[src/rtl/rssb_arb_pkg.sv]
// Shared types and constants for the RSSB memory arbiter.
// Port 0 is the CPU core, port 1 the program loader / debug DMA.
package rssb_arb_pkg;

  localparam int ADDR_W_DEF = 8;
  localparam int DATA_W_DEF = 8;

  localparam logic PORT_CPU = 1'b0;
  localparam logic PORT_LDR = 1'b1;

  typedef enum logic [1:0] {
    IDLE = 2'd0,
    OWN0 = 2'd1,
    OWN1 = 2'd2
  } arb_state_t;

endpackage

[src/rtl/rssb_arb_port_mux.sv]
// Combinational 2:1 selector of the owning requester's access fields.
// sel_i = 0 picks port 0 (CPU), sel_i = 1 picks port 1 (loader).
module rssb_arb_port_mux #(
  parameter int ADDR_W = 8,
  parameter int DATA_W = 8
) (
  input  logic              sel_i,
  input  logic              req0_i,
  input  logic              we0_i,
  input  logic [ADDR_W-1:0] addr0_i,
  input  logic [DATA_W-1:0] wdata0_i,
  input  logic              req1_i,
  input  logic              we1_i,
  input  logic [ADDR_W-1:0] addr1_i,
  input  logic [DATA_W-1:0] wdata1_i,
  output logic              req_o,
  output logic              we_o,
  output logic [ADDR_W-1:0] addr_o,
  output logic [DATA_W-1:0] wdata_o
);

  always_comb begin
    if (sel_i) begin
      req_o   = req1_i;
      we_o    = we1_i;
      addr_o  = addr1_i;
      wdata_o = wdata1_i;
    end else begin
      req_o   = req0_i;
      we_o    = we0_i;
      addr_o  = addr0_i;
      wdata_o = wdata0_i;
    end
  end

endmodule

[src/rtl/rssb_mem_arbiter.sv]
// Two-port round-robin arbiter with bounded lock for the RSSB single-port memory.
// Handshake: reqX is a valid held until gntX; gntX is the ready; every cycle with reqX & gntX is one access.
module rssb_mem_arbiter
  import rssb_arb_pkg::*;
#(
  parameter int ADDR_W   = ADDR_W_DEF,
  parameter int DATA_W   = DATA_W_DEF,
  parameter int MAX_LOCK = 4
) (
  input  logic              clock,
  input  logic              reset,
  input  logic              req0,
  input  logic              req1,
  input  logic              lock0,
  input  logic              lock1,
  input  logic              we0,
  input  logic              we1,
  input  logic [ADDR_W-1:0] addr0,
  input  logic [ADDR_W-1:0] addr1,
  input  logic [DATA_W-1:0] wdata0,
  input  logic [DATA_W-1:0] wdata1,
  output logic              gnt0,
  output logic              gnt1,
  output logic              rvalid0,
  output logic              rvalid1,
  output logic [DATA_W-1:0] rdata,
  output logic [ADDR_W-1:0] mem_addr,
  output logic [DATA_W-1:0] mem_wdata,
  output logic              mem_we,
  output logic              mem_re,
  input  logic [DATA_W-1:0] mem_rdata,
  output logic [1:0]        dbg_state
);

  localparam int LCW = $clog2(MAX_LOCK) + 1;
  localparam logic [LCW-1:0] LOCK_LAST = LCW'(MAX_LOCK - 1);
  localparam logic [LCW-1:0] LOCK_ONE  = LCW'(1);

  arb_state_t        state_q, state_d, other_state;
  logic              rr_last_q, rr_last_d;
  logic [LCW-1:0]    lock_cnt_q, lock_cnt_d;
  logic [ADDR_W-1:0] addr_q;
  logic [DATA_W-1:0] wdata_q;
  logic [DATA_W-1:0] rdata_q;
  logic              rvalid0_q, rvalid1_q;

  logic              owner;
  logic              owned;
  logic              access;
  logic              sel_req, sel_we, sel_lock, oth_req;
  logic [ADDR_W-1:0] sel_addr;
  logic [DATA_W-1:0] sel_wdata;

  assign owned       = (state_q == OWN0) || (state_q == OWN1);
  assign owner       = (state_q == OWN1) ? PORT_LDR : PORT_CPU;
  assign other_state = (state_q == OWN1) ? OWN0 : OWN1;

  rssb_arb_port_mux #(
    .ADDR_W (ADDR_W),
    .DATA_W (DATA_W)
  ) u_port_mux (
    .sel_i    (owner),
    .req0_i   (req0),
    .we0_i    (we0),
    .addr0_i  (addr0),
    .wdata0_i (wdata0),
    .req1_i   (req1),
    .we1_i    (we1),
    .addr1_i  (addr1),
    .wdata1_i (wdata1),
    .req_o    (sel_req),
    .we_o     (sel_we),
    .addr_o   (sel_addr),
    .wdata_o  (sel_wdata)
  );

  assign sel_lock = owner ? lock1 : lock0;
  assign oth_req  = owner ? req0 : req1;
  assign access   = owned && sel_req;

  assign gnt0      = (state_q == OWN0);
  assign gnt1      = (state_q == OWN1);
  assign mem_we    = access && sel_we;
  assign mem_re    = access && !sel_we;
  // Outside an access the bus keeps presenting the last address/data.
  assign mem_addr  = access ? sel_addr : addr_q;
  assign mem_wdata = access ? sel_wdata : wdata_q;
  assign rdata     = rdata_q;
  assign rvalid0   = rvalid0_q;
  assign rvalid1   = rvalid1_q;
  assign dbg_state = state_q;

  always_comb begin
    state_d    = state_q;
    rr_last_d  = rr_last_q;
    lock_cnt_d = lock_cnt_q;
    case (state_q)
      IDLE: begin
        if (req0 && (!req1 || rr_last_q)) state_d = OWN0;
        else if (req1)                    state_d = OWN1;
      end
      OWN0, OWN1: begin
        if (!sel_req) begin
          state_d = oth_req ? other_state : IDLE;
        end else if (sel_lock && (lock_cnt_q < LOCK_LAST)) begin
          lock_cnt_d = lock_cnt_q + LOCK_ONE;
        end else if (oth_req) begin
          state_d = other_state;
        end else if (lock_cnt_q != LOCK_LAST) begin
          lock_cnt_d = lock_cnt_q + LOCK_ONE;
        end
      end
      default: state_d = IDLE;
    endcase
    // Any new ownership restarts the lock window and records the winner.
    if ((state_d != state_q) && (state_d != IDLE)) begin
      rr_last_d  = (state_d == OWN1);
      lock_cnt_d = '0;
    end
  end

  always_ff @(posedge clock or posedge reset) begin
    if (reset) begin
      state_q    <= IDLE;
      rr_last_q  <= 1'b1;
      lock_cnt_q <= '0;
      addr_q     <= '0;
      wdata_q    <= '0;
      rdata_q    <= '0;
      rvalid0_q  <= 1'b0;
      rvalid1_q  <= 1'b0;
    end else begin
      state_q    <= state_d;
      rr_last_q  <= rr_last_d;
      lock_cnt_q <= lock_cnt_d;
      if (access) begin
        addr_q  <= sel_addr;
        wdata_q <= sel_wdata;
      end
      if (mem_re) rdata_q <= mem_rdata;
      rvalid0_q <= mem_re && (owner == PORT_CPU);
      rvalid1_q <= mem_re && (owner == PORT_LDR);
    end
  end

endmodule

[config.mk]
export PLATFORM = sky130hd
export DESIGN_NAME = rssb_mem_arbiter
export DESIGN_NICKNAME = d
export VERILOG_FILES = /design/src/rtl/rssb_arb_pkg.sv /design/src/rtl/rssb_arb_port_mux.sv /design/src/rtl/rssb_mem_arbiter.sv
export SDC_FILE = /design/constraint.sdc
export NUM_CORES = 1
export LEC_CHECK = 0
export CORE_MARGIN = 3
export CORE_UTILIZATION = 45
export DETAILED_ROUTE_END_ITERATION = 10
export GPL_TIMING_DRIVEN = 1
export PLACE_DENSITY = 0.86
export SETUP_SLACK_MARGIN = 0.15
export SYNTH_ARGS = -nofsm -noshare
export SYNTH_HDL_FRONTEND = slang
export SYNTH_SLANG_ARGS = --single-unit
[constraint.sdc]
create_clock -name clock -period 4.41 [get_ports clock]
set_input_delay 0.441 -clock clock [delete_from_list [all_inputs] [get_ports clock]]
set_output_delay 0.441 -clock clock [all_outputs]
set_load 0.02 [all_outputs]
==> results_dict.tcl, run 1 <==
set metrics [dict create \
    run_status "complete, no violations" \
    fp.dieW_um 68.4 \
    worst-endpoint-required_ns 3.97 \
    timing_hold_violations_final 0 \
    power.clock.fraction_pct 11.0 \
    clk_root_buffer_cell "clkbuf_8" \
    grt_pass1_wl_mm 6.89 \
    cts.clk_slew.worst_paths_ns 0.06 \
    grt_pass1_vias 1553 \
    finalSetupViolations 0 \
    p_leak_nw 1.17 \
    row_count 22 \
    critPathLaunchType "register" \
    syn_area_per_cell_um2 9.89 \
    h-tree-depth 2 \
    synth_top_area_share_pct 44.3 \
    cp-end-kind "primary output" \
    routed_wl_mm 4.28 \
    tns_ns 0 \
    finalWeightedCongestion 0.926 \
    min_path_cells 2 \
    drt_iter0_markers 94 \
    reg2regPathDepth 8 \
    hold_buffers 0 \
    tritoncts "done" \
    yosys-top-cells-area "dfrtp_1 44%, mux2i_1 10%, nand2_1 9.0%" \
    crit_top_cell "nand2_1" \
    place.detailed.hpwl_mm 3.27 \
    detailroute.via_count 1568 \
    post_route_cells_drive_above_1_share_pct 6.95 \
    die_h_um 68.4 \
    cap_viol_max_count 0 \
    synthCells 177 \
    cts.sinks 32 \
    class_of_the_tightest_hold_or_removal_check "reg -> reg" \
    largest_fanout_on_the_critical_path 35 \
    post_synth_most_frequent_cells "42 x nand2_1, 31 x dfrtp_1, 18 x mux2i_1, 17 x o21ai_0, 7 x ha_1" \
    final-max-slew-violation-count 0 \
    track_usage_pct 19.8 \
    ys_seq_elements 32 \
    grt_max_degree 36 \
    tritoncts.num_buffers 5 \
    crit_type "reg -> out" \
    synthDistinctLibCells 43 \
    detail-route-antenna-nets 0 \
    net_count_of_the_mapped_netlist 232 \
    worst_clock_skew_ns 0.00552 \
    design_power_total_w 0.00183 \
    crit_slowest_cell "nand2_1" \
    syn_area_um2 1750 \
    grt_antenna_before_repair 0 \
    routedWlPerCell_um 13.9 \
    unrepaired_setup_endpoints_after_global_routing "false" \
    worst_slew_margin_rel_pct 35.3 \
    max_stage_delay_ns 0.72 \
    number_of_synthesized_flops_with_an_enable_pin 0 \
    final.setup.worst_slack_ns 0.708 \
    initial_cell_density_of_the_core_pct 47.1 \
    internal_power_w 0.00105 \
    routed_via_density 5.11 \
    peakVddDrop_mv 0.389 \
    cts-resized-gates 0 \
    dp_worst_setup_slack_ns 0.976 \
    postSynth.asyncResetShare_pct 100 \
    path_cells "inv_1, ha_1, mux2_1, nand2_1, nand2_1, o21ai_0, clkdlybuf4s50_1" \
    ios 80 \
    areaGrowthSynthToFinish_pct 52.0 \
    input_output_buffers 79 \
    final_min_period_over_clock_period_pct 83.9 \
    final_nets 314 \
    postPlaceCellArea_um2 2580 \
    synthDominantAreaCellType "dfrtp_1" \
    grt_overflow 0 \
    drt-pass1-iter-count 4 \
    post_cts_buffers 0 \
    cts_buffer_depth 2 \
    switching_share_pct 42.8 \
    seqPwrFrac_pct 26.9 \
    fin_util_pct 71.6 \
    arrival_ns 3.26 \
    antenna_cells 0 \
    max_slew.worst_pin.slew_ns 0.969 \
    seq_area_frac_synth_pct 45.8 \
    combPwrFrac_pct 62.1 \
    pwr_density_cell_nw_per_um2 689 \
    yosysWarningCount 0 \
    die-area_um2 4670 \
    coreArea_um2 3720 \
    period_minus_slack_ns 3.70 \
    detail_route.drc_violations 0 \
    ys.flop_type "dfrtp_1" \
    total_switching_power_w 0.000784 \
    postLayoutCellArea_um2 2660 \
    fmax_mhz 270 \
    clock_latency_reported_for_the_late_side_of_the_worst_skew_pair_ns 0.27 \
    yosys.cell_count.top_type "nand2_1" \
]
==> flip-flops by register name, indices dropped and copies added (netlist names) <==
signal      cells
rvalid0         1
wdata_q         8
rvalid1         1
rdata           8
dbg_state       2
lock_cnt_q      3
rr_last_q       1
addr_q          8
==> power by group through the flow <==
stage          sequential [W]  combinational [W]  clock (W)
2_1_floorplan        0.000538           0.000644          0
3_3_place_gp         0.000494            0.00112          0
3_5_place_dp         0.000496            0.00114          0
4_1_cts              0.000494            0.00115   0.000210
5_1_grt              0.000509            0.00124   0.000226
6_report             0.000493            0.00114   0.000201
==> stage by stage <==
| step | hold WS (ns) | instances |
|---|---|---|
| final | 0.469 | 307 |
| after CTS | 0.476 | 307 |
| after global placement | 0.458 | 300 |
| after floorplan | 0.486 | 177 |
| after detailed placement | 0.462 | 300 |
| after global routing | 0.522 | 307 |
==> kinds of logic after synthesis <==
family | synth area share [%]
AOI/OAI and AO/OA | 15.7
buffers and inverters | 3.36
muxes | 11.8
DFF | 45.8
and+or+nand+nor | 17.9
xor gates and xnor gates | 0.500
adders and majority gates | 5.00
==> worst paths after layout <==
path | start | endpoint | slack, ns
worst max register to register | dbg_state[0] | lock_cnt_q[0] | 1.30
min in group asynchronous | reset | addr_q[0] | 0.55
max in group asynchronous | reset | rr_last_q | 3.53
worst min-delay path | rdata[7] | rdata[7] | 0.47
worst max-delay path | dbg_state[0] | mem_addr[6] | 0.71
worst min register to register | rdata[7] | rdata[7] | 0.47
==> cells in the final DEF, fill, tap and decap left out, types with 3 or more instances in the layout <==
| master | count |
|---|---|
| clkbuf_8 | 5 |
| clkdlybuf4s50_1 | 79 |
| dfrtp_1 | 31 |
| ha_1 | 7 |
| inv_1 | 6 |
| mux2i_1 | 18 |
| nand2_1 | 42 |
| nand3_1 | 4 |
| nor2_1 | 6 |
| nor3b_2 | 3 |
| o21ai_0 | 17 |
==> final cells by class <==
type,instances,area [um^2]
Fill cell,276,1050
Multi-Input combinational cell,132,890
Tap cell,48,60.1
Sequential cell,32,802
Clock buffer,6,72.6
Timing Repair Buffer,81,806
Clock inverter,1,5.00
Inverter,7,26.3
==> per-layer routing <==
metal / track usage (%) / share of wire (%) / vias up / routed length, um
met5: 0 / 0 / - / 0
met4: 4.96 / 0.91 / 0 / 39
li1: - / - / 775 / -
met2: 35.1 / 49 / 60 / 2110
met1: 22.5 / 40 / 727 / 1700
met3: 7.06 / 10 / 6 / 430
==> critical path: cells and delay by family, from the launching register on <==
kind	cells	cell delay, ns
adder cells (fa/ha/maj)	1	0.26
multiplexers	1	0.33
AND/OR/NAND/NOR	2	0.85
AO/OA/AOI/OAI	1	0.14
buffers and inverters	2	0.85
flip-flops	1	0.54
No activity file was read; power rests on OpenSTA's default activity.
==> run 2: changes to the inputs <==
CORE_UTILIZATION = 37   (was 45)
PLACE_DENSITY = 0.76   (was 0.86)
clock period = 3 ns   (was 4.41 ns; I/O delays follow)
==> results_dict.tcl, run 2 (synthesis gave the netlist of run 1 again) <==
set metrics [dict create \
    r2r_start "dbg_state[0]" \
    power.clock.fraction_pct 14.6 \
    finalWeightedCongestion 0.861 \
    cts_buffer_depth 2 \
    initial_cell_density_of_the_core_pct 39.1 \
    numPlacedInstances 311 \
    die-area_um2 5590 \
    switching_share_pct 42.7 \
    peakVddDrop_mv 0.492 \
    multi_input_area_um2 892 \
    final_nets 321 \
    fmax_mhz 375 \
    antenna_cells 0 \
    crit_type "reg -> out" \
    tritoncts.num_buffers 5 \
    pwr_density_cell_nw_per_um2 1000 \
    fp.dieW_um 74.8 \
    largest_fanout_on_the_critical_path 10 \
    period_minus_slack_ns 2.67 \
    max_slew.worst_pin.slew_ns 0.860 \
    cap_viol_max_count 0 \
    routed_via_density 4.98 \
    clock_latency_reported_for_the_late_side_of_the_worst_skew_pair_ns 0.28 \
    worst-endpoint-required_ns 2.70 \
    arrival_ns 2.37 \
    layoutNonFillerInstCount 319 \
    p_leak_nw 1.27 \
    die_h_um 74.8 \
    post_cts_buffers 0 \
    timing_hold_violations_final 0 \
    ff_latch_area_um2 802 \
    routed_wl_mm 4.56 \
    combPwrFrac_pct 59.5 \
    fillers 396 \
    class_of_the_tightest_hold_or_removal_check "reg -> reg" \
    mostFrequentLayoutCell "clkdlybuf4s50_1" \
    total_switching_power_w 0.00117 \
    post_route_cells_drive_above_1_share_pct 10.1 \
    row_count 24 \
    unrepaired_setup_endpoints_after_global_routing "false" \
    coreArea_um2 4470 \
    grt_pass1_wl_mm 7.47 \
    tns_ns 0 \
    drt_iter0_markers 41 \
    run_status "complete, no violations" \
    finalSetupViolations 0 \
    areaGrowthSynthToFinish_pct 56.2 \
    track_usage_pct 17.7 \
    detail-route-antenna-nets 0 \
    h-tree-depth 2 \
    place.detailed.hpwl_mm 3.57 \
    cp-end-kind "primary output" \
    clk_root_buffer_cell "clkbuf_8" \
    min-delay-start "rdata[3]" \
    critPathLaunchType "register" \
    routedWlPerCell_um 14.3 \
    grt_antenna_before_repair 0 \
    grt_pass1_vias 1641 \
    grt_max_degree 23 \
    internal_power_w 0.00157 \
    seqPwrFrac_pct 25.9 \
    detail_route.drc_violations 0 \
    ios 80 \
    setup.worst_path.start "dbg_state[0]" \
    input_output_buffers 79 \
    worst_slew_margin_rel_pct 42.6 \
    cts.sinks 32 \
    cts.clk_slew.worst_paths_ns 0.07 \
    worst_clock_skew_ns 0.00747 \
    final-max-slew-violation-count 0 \
    top_library_cells_by_usage_in_the_layout_fill_and_taps_aside "62 x clkdlybuf4s50_1, 42 x nand2_1, 31 x dfrtp_1" \
    tritoncts "done" \
    drt-pass1-iter-count 4 \
    final_min_period_over_clock_period_pct 88.9 \
    detailroute.via_count 1590 \
    grt_overflow 0 \
]
==> run 2: cell types whose count changed in the layout (fill, tap and decap cells not counted) <==
cell,change
clkdlybuf4s50_1,-17
dlymetal6s2s_1,+1
ha_1,-1
buf_4,+7
ha_2,+1
dlygate4sd2_1,+16
bufinv_16,+1
==> run 2: what timing repair did <==
item                       in CTS  in global routing
setup endpoints to repair      16                  6
hold buffers                    0                  0
gates resized for setup        16                  2
hold endpoints to repair        0                  0
gates cloned                    0                  0
==> run 2: path summary, 6_finish.rpt <==
kind | end | slack (ns) | depth (start not counted)
min in group asynchronous | rdata[0] | 0.49 | 2
worst min register to register | rdata[3] | 0.48 | 2
worst max register to register | lock_cnt_q[2] | 0.50 | 9
worst min-delay path | rdata[3] | 0.48 | 2
max in group asynchronous | wdata_q[4] | 1.80 | 3
worst max-delay path | mem_re | 0.33 | 6
==> run 2: power by group through the flow <==
stage / Combinational [W] / Sequential, W / Clock [W]
4_1_cts: 0.00165 / 0.000710 / 0.000417
2_1_floorplan: 0.000947 / 0.000791 / 0
3_3_place_gp: 0.00173 / 0.000711 / 0
5_1_grt: 0.00180 / 0.000731 / 0.000438
6_report: 0.00163 / 0.000710 / 0.000398
3_5_place_dp: 0.00175 / 0.000716 / 0
==> run 2: layout make-up <==
class                           instances  share of cell area [%]
Multi-Input combinational cell        132                    32.6
Timing Repair Buffer                   88                    30.8
Sequential cell                        32                    29.3
Clock buffer                            6                    2.65
Tap cell                               52                    2.38
Clock inverter                          2                    1.28
Inverter                                7                   0.961
==> run 2: critical path: stages, from the launching register on <==
cell	delay (ns)
dfrtp_1	0.39
inv_1	0.17
ha_2	0.27
mux2i_1	0.27
nand3_1	0.17
inv_2	0.18
clkdlybuf4s50_1	0.63
==> run 2: metal layers <==
metal	routed length (um)	global-route usage [%]
met3	456	6.01
met5	0	0
met1	1860	21.3
met4	48	5.34
met2	2190	30.0
==> run 2: metrics by stage <==
stage	utilization (%)	setup WS (ns)	hold WS [ns]	area [um^2]	power (W)
final	61.1	0.334	0.482	2730	0.00274
after global routing	61.1	0.136	0.511	2730	0.00297
after CTS	61.0	0.262	0.483	2730	0.00277
after detailed placement	59.0	0.277	0.465	2640	0.00247
after global placement	59.0	0.324	0.458	2640	0.00244
after floorplan	-	0.382	0.371	1750	0.00174
==> run 3: changes to the inputs <==
clock period = 2.2 ns   (was 3 ns; I/O delays follow)
==> results_dict.tcl, run 3 (synthesis gave the netlist of run 1 again) <==
set metrics [dict create \
    layoutNonFillerInstCount 359 \
    class_of_the_tightest_hold_or_removal_check "in -> async" \
    worst_clock_skew_ns 0.00937 \
    pwr_density_cell_nw_per_um2 1580 \
    crit_slowest_cell "dfrtp_2" \
    cts.sinks 32 \
    tritoncts "done" \
    period_minus_slack_ns 2.21 \
    fp.dieW_um 74.8 \
    mostFrequentLayoutCell "clkdlybuf4s50_1" \
    cap_viol_max_count 0 \
    peakVddDrop_mv 0.885 \
    grt_overflow 0 \
    grt_pass1_wl_mm 7.88 \
    track_usage_pct 18.5 \
    row_count 24 \
    final.setup.worst_slack_ns -0.00836 \
    grt_pass1_vias 1709 \
    coreArea_um2 4470 \
    finalSetupViolations 2 \
    fmax_mhz 453 \
    crit_type "reg -> reg" \
    timing_hold_violations_final 0 \
    numPlacedInstances 335 \
    path_cells "inv_4, ha_4, buf_6, mux2_4, a21o_1, a311oi_4, nor3_2, a211o_1, nor3b_2" \
    cp-end-kind "register" \
    routedWlPerCell_um 16.2 \
    clk_root_buffer_cell "clkbuf_8" \
    postPlaceCellArea_um2 2930 \
    tritoncts.num_buffers 5 \
    ios 80 \
    clock_latency_reported_for_the_late_side_of_the_worst_skew_pair_ns 0.29 \
    input_output_buffers 79 \
    finalWeightedCongestion 0.900 \
    max_stage_delay_ns 0.43 \
    final_min_period_over_clock_period_pct 100 \
    largest_fanout_on_the_critical_path 3 \
    cts_buffer_depth 2 \
    cp-endpoint "lock_cnt_q[0]" \
    p_leak_nw 1.57 \
    die-area_um2 5590 \
    top_library_cells_by_usage_in_the_layout_fill_and_taps_aside "61 x clkdlybuf4s50_1, 39 x buf_4, 34 x nand2_1" \
    setup.worst_path.start "dbg_state[0]" \
    worst_slew_margin_rel_pct 73.3 \
    detailroute.via_count 1835 \
    place.detailed.hpwl_mm 3.79 \
    post_route_cells_drive_above_1_share_pct 42.0 \
    r2r_start "dbg_state[0]" \
    worst-endpoint-required_ns 2.41 \
    drt_iter0_markers 50 \
    final_nets 361 \
    critPathLaunchType "register" \
    run_status "complete, but fails checks" \
    worst_r2r_endpoint "lock_cnt_q[0]" \
    areaGrowthSynthToFinish_pct 102 \
    drt-pass1-iter-count 4 \
    antenna_cells 0 \
    final-max-slew-violation-count 0 \
    postLayoutCellArea_um2 3540 \
    arrival_ns 2.41 \
    max_slew.worst_pin.slew_ns 0.400 \
    grt_antenna_before_repair 0 \
    detail-route-antenna-nets 0 \
    grt_max_degree 33 \
    r2r_setup_slack_ns -0.008 \
    die_h_um 74.8 \
    initial_cell_density_of_the_core_pct 39.1 \
    detail_route.drc_violations 0 \
    h-tree-depth 2 \
    unrepaired_setup_endpoints_after_global_routing "true" \
    cts.clk_slew.worst_paths_ns 0.07 \
    reg2regPathDepth 9 \
    violations "setup timing" \
    routed_wl_mm 5.81 \
    routed_via_density 5.11 \
]
## run 3: cell types whose count changed in the layout (fill, tap and decap cells not counted), moves of 3 or more
cell,change
mux2i_1,-7
buf_6,+22
dlygate4sd2_1,-16
nand2_1,-8
buf_4,+30
buf_12,+3
nand2_4,+7
o21ai_0,-16
mux2i_2,+7
o21ai_4,+16
## run 3: repair_timing
item | 4_1_cts | 5_1_grt
cloned | 1 | 1
buffers inserted | 6 | 8
pin swaps | 2 | 16
setup endpoints to repair | 22 | 22
gates resized for setup | 103 | 65
hold buffers | 0 | 0
## run 3: worst min path at each step
stage	endpoint	slack [ns]	cells past startpoint
after floorplan	rvalid0	0.29	1
after global placement	addr_q[4]	0.44	2
after detailed placement	addr_q[0]	0.45	2
after CTS	rdata[3]	0.33	3
after global routing	rdata[6]	0.36	3
final	rdata[3]	0.32	3
## run 3: layout make-up
class	instances	area [um^2]
Timing Repair Buffer	128	1280
Multi-Input combinational cell	132	1240
Fill cell	269	938
Sequential cell	32	805
Clock buffer	5	68.8
Tap cell	52	65.1
Clock inverter	3	42.5
Inverter	7	31.3
## run 3: through the flow
stage	hold slack (ns)	setup WS [ns]	util (%)	total power, W	TNS (ns)
2_1_floorplan	0.291	-0.0450	-	0.00258	-0.135
3_3_place_gp	0.445	-0.0677	65.6	0.00389	-0.972
6_report	0.315	-0.00836	79.0	0.00558	-0.0116
3_5_place_dp	0.453	-0.0781	65.6	0.00396	-1.26
4_1_cts	0.327	0.0137	70.9	0.00480	0
5_1_grt	0.361	-0.119	79.0	0.00588	-0.361
## run 3: report_power, final
| group | total (W) | internal [W] | leakage [nW] | switching (W) |
|---|---|---|---|---|
| registers | 0.00101 | 0.000857 | 0.402 | 0.000153 |
| clock network | 0.000560 | 0.000335 | 0.0541 | 0.000225 |
| logic | 0.00401 | 0.00208 | 1.12 | 0.00193 |
## run 3: critical path: cells and delay by family (launching register included)
kind | cells | cell delay [ns]
AO/OA/AOI/OAI | 3 | 0.83
flip-flops | 1 | 0.43
multiplexers | 1 | 0.30
AND/OR/NAND/NOR | 2 | 0.26
buffers and inverters | 2 | 0.17
adder cells (fa/ha/maj) | 1 | 0.15
## run 3: routing by layer
metal | global-route usage (%) | vias to the layer above | share of wire, %
met1 | 22.2 | 896 | 39
met2 | 33.5 | 62 | 56
met3 | 5.34 | 2 | 5.2
li1 | - | 875 | -
met4 | 2.96 | 0 | 0.10
met5 | 0 | - | 0
==> patch 1 (config.mk and constraints of run 1) <==
Put one more register stage on the output `dbg_state`, with the module's reset. The value now appears one clock later. The other outputs are not delayed to match.
--- a/src/rtl/rssb_mem_arbiter.sv
+++ b/src/rtl/rssb_mem_arbiter.sv
@@ -90,3 +90,9 @@
   assign rvalid1   = rvalid1_q;
-  assign dbg_state = state_q;
+  always_ff @(posedge clock or posedge reset) begin
+    if (reset) begin
+      dbg_state <= '0;
+    end else begin
+      dbg_state <= state_q;
+    end
+  end
 
Check against the original RTL: not equivalent (Yosys sat finds a counterexample within 4 cycles, from zero or initial values and one cycle with reset high).
==> patch 1 against run 1 <==
  * Final area up 4.1%
  * Highest routed layer unchanged
  * Worst setup slack improved by 0.15 ns
  * Power increased by 14%
  * Largest cell class unchanged
  * Core utilization up 1.3 points
  * Wire length up 8.1%
  * Sequential power increased by 6.1%
  * Largest power group unchanged
  * Synthesized area rose by 4.4%
  * Critical path type unchanged
  * Sequential cell count up 2
  * Synthesized cell count rose by 8.5%
==> patch 1: results <==
[run_status]
result_of_the_run = "completed"

[synth]
most_instantiated_cells_after_synthesis = "nand2_1 (47), dfrtp_1 (33), mux2i_1 (18), o21ai_1 (18), nor2_1 (9)"
synthTopCellsByArea = "dfrtp_1 (45%), mux2i_1 (9.9%), nand2_1 (9.7%)"
postSynthNetCount = 247
xor_xnor_share_of_the_synthesized_area_pct = 0.4791
synth_sequential_area_ratio_pct = 46.61
yosys.area_share.adder_pct = 4.791
synth.lib_cells_used.distinct = 39
post_synth_mux_area_share_pct = 10.61

[global_route]
grt_pass1_vias = 1631
grt_use_met1_pct = 24.50
grt_max_degree = 35
grt_util_met2_pct = 33.79

[pwr]
worst_ir_drop_vdd_mv = 0.4095
share_seq_of_total_power_pct = 25.1
pwr.group.clock_mw = 0.287
internal_power_mw = 1.198

[setup_path]
path_max_fanout = 33
longest_individual_stage_delay_on_the_worst_path_ns = 0.66
crit_path_top_delay_cell = "clkdlybuf4s50_1"
cp.arrival_ns = 3.12

[route]
detailed_routed_wire_length_on_met3_um = 254
detail_route.first_pass.iterations = 5
route.met2.wl_um = 2293
routed_wl_um = 4628
route.vias.total = 1674
drt_iter0_markers = 93

[place]
dpl_worst_slack_ns = 1.026
detailedPlacementHpwl_um = 3520
placedInstanceArea_mm2 = 0.002659

[final_layout]
fillerInstances = 287
net_count_reported_at_finish = 328
post_route_cells_drive_above_1_share_pct = 6.227

[sta]
max_slew.worst_pin.slew_ns = 0.9681
worst_clock_skew_ns = 0.01152
## patch 1: area by class of cell
cell class	instances	area (um2)	share of cell area, %
inverters	7	26.28	0.9481
well taps	48	60.06	2.167
clock buffers	6	82.58	2.980
flip-flops and latches	34	852.1	30.74
clock inverters	1	30.03	1.084
repair buffers	81	805.8	29.07
multi-input cells	144	914.6	33.00
## patch 1: logic make-up after synthesis
kind of cell / count (synthesis)
and+or+nand+nor: 79
AOI/OAI and AO/OA: 38
DFF: 34
muxes: 19
buffers and inverters: 14
adders and majority gates: 7
xor gates and xnor gates: 1
## patch 1: per-stage QoR
step | hold WS [ns] | power, mW | std cells | util [%]
3_5_place_dp | 0.4686 | 1.803 | 314 | 69.99
4_1_cts | 0.4834 | 2.098 | 321 | 72.96
2_1_floorplan | 0.4969 | 1.304 | 192 | -
5_1_grt | 0.4971 | 2.229 | 321 | 72.96
3_3_place_gp | 0.4565 | 1.774 | 314 | 69.99
6_report | 0.4802 | 2.085 | 321 | 72.96
## patch 1: final timing paths
kind | startpoint | end | slack, ns | depth (start not counted)
max in group asynchronous | reset | rr_last_q$_DFFE_PP1P_ | 3.51 | 3
max | state_q[1]$_DFF_PP0_ | mem_addr[0] | 0.85 | 5
min in group asynchronous | reset | addr_q[5]$_DFF_PP0_ | 0.55 | 3
max reg2reg | state_q[0]$_DFF_PP0_ | lock_cnt_q[2]$_DFFE_PP0P_ | 1.59 | 9
min reg2reg | rdata[1]$_DFFE_PP0P_ | rdata[1]$_DFFE_PP0P_ | 0.48 | 2
min | rdata[1]$_DFFE_PP0P_ | rdata[1]$_DFFE_PP0P_ | 0.48 | 2
## patch 1: worst max-delay path: cells and delay by family, from the launching register on
kind	cells	cell delay (ns)
compound gates	1	0.43
fa+ha+maj	1	0.42
buf+inv	2	0.82
flops	1	0.57
simple gates	1	0.60
==> patch 2 (config.mk and constraints of run 1) <==
Without the edit above. Change the package constant `DATA_W_DEF` from 8 to 10.
--- a/src/rtl/rssb_arb_pkg.sv
+++ b/src/rtl/rssb_arb_pkg.sv
@@ -5,3 +5,3 @@
   localparam int ADDR_W_DEF = 8;
-  localparam int DATA_W_DEF = 8;
+  localparam int DATA_W_DEF = 10;
 
Interface: changed (5 resized); port bits go from 80 to 90. No check against the original RTL was run, so the function may have changed too.
==> patch 2 against run 1 <==
  * Wire length increased by 19%
  * Sequential cell count increased by 4
  * Clock skew down 0.0025 ns
  * Core utilization is 0.57 points higher
  * Synthesized area up 9.2%
  * Power up 17%
  * Clock power rose by 16%
  * Fmax is 2.7% lower
  * Critical path depth increased by 1
  * Worst setup slack worse by 0.10 ns
  * Final area up 10%
==> patch 2: results <==
[sta]
relSlewSlack_pct = 62.68
worst_clock_skew_ns = 0.002978

[synth]
synthTopCellsByArea = "dfrtp_1 (46%), nand2_1 (11%), mux2i_1 (10%)"
synth_sequential_area_ratio_pct = 47.19
synth_area_in_compound_gates_pct = 14.20
yosys.area_share.adder_pct = 4.581
xor_xnor_share_of_the_synthesized_area_pct = 0.4581
post_synth_mux_area_share_pct = 11.78
syn_inst_count = 205
synth.lib_cells_used.distinct = 39
most_instantiated_cells_after_synthesis = "nand2_1 (54), dfrtp_1 (35), mux2i_1 (20), o21ai_0 (20), nor2_1 (11)"

[global_route]
track_usage_pct = 20.79
grt_max_degree = 37
global_route_wire_length_before_repair_um = 8280
grt_pass1_vias = 1753

[place]
place.detailed.instances = 337
dpl_worst_slack_ns = 0.9260
port-buffer-count = 89
detailedPlacementHpwl_um = 3852
routabilityCongestion = 0.9202

[setup_path]
crit_path_top_delay_cell = "clkdlybuf4s50_1"
path_max_fanout = 32
cp.arrival_ns = 3.36

[route]
drt_iter0_markers = 104
drt-vias-per-instance = 5.154

[final_layout]
post_route_cells_drive_above_1_share_pct = 5.424
net_count_reported_at_finish = 355

[clock_tree]
clock_network_latency_to_the_later_pin_of_the_worst_skew_pair_ns = 0.29

[pwr]
leak_pwr_nw = 1.324

[run_status]
result_of_the_run = "completed"
[patch 2: area by class of cell]
class,count,area (um2)
multi-input combinational,152,937.1
sequential,36,902.1
tap,50,62.56
inverter,7,26.28
fill,312,1129
timing repair buffer,92,913.4
clock inverter,3,18.77
clock buffer,5,68.82
[patch 2: per-layer routing]
layer  up-vias  routed length [um]
met4         0                  49
li1        874                   -
met5         -                   0
met2        71                2534
met3         6                 394
met1       827                2107
[patch 2: metrics by stage]
step / util [%] / hold WS [ns] / power (mW) / cell area, um2
floorplan: - / 0.5072 / 1.364 / 1912
CTS: 72.19 / 0.4800 / 2.167 / 2929
global placement: 70.03 / 0.4562 / 1.899 / 2841
detailed placement: 70.03 / 0.4611 / 1.929 / 2841
finish: 72.19 / 0.4782 / 2.149 / 2929
global route: 72.19 / 0.5040 / 2.302 / 2929
[patch 2: kinds of logic (layout without fill, tap and decap cells)]
logic type | after synthesis | count (layout)
compound gates | 41 | 41
xor+xnor | 1 | 1
fa+ha+maj | 7 | 7
buf+inv | 17 | 107
flops | 36 | 36
mux | 22 | 22
simple gates | 81 | 81
[patch 2: worst reg2reg max path: stages (launching register included)]
cell,delay [ns]
dfrtp_1,0.48
inv_1,0.20
ha_1,0.54
buf_4,0.39
mux2i_2,0.39
nor2_1,0.11
o311ai_0,0.44
a31oi_1,0.18
o32ai_2,0.21
nor2_1,0.08
[patch 2: power by group]
part	leakage, nW	switching, mW	internal, mW	total [mW]
Sequential	0.453	0.0724	0.480	0.553
Clock	0.0479	0.123	0.110	0.233
Combinational	0.823	0.754	0.610	1.36
Total	1.32	0.949	1.20	2.15
[patch 2: worst paths after layout]
kind,startpoint,end,slack (ns),depth (start not counted)
worst min register to register,rdata[5]$_DFFE_PP0P_,rdata[5]$_DFFE_PP0P_,0.48,2
worst max-delay path,dbg_state[0]$_DFF_PP0_,mem_addr[6],0.61,8
worst min-delay path,rdata[5]$_DFFE_PP0P_,rdata[5]$_DFFE_PP0P_,0.48,2
min in group asynchronous,reset,addr_q[5]$_DFF_PP0_,0.60,3
max in group asynchronous,reset,rr_last_q$_DFFE_PP1P_,3.46,3
worst max register to register,dbg_state[0]$_DFF_PP0_,lock_cnt_q[0]$_DFFE_PP0P_,1.26,9
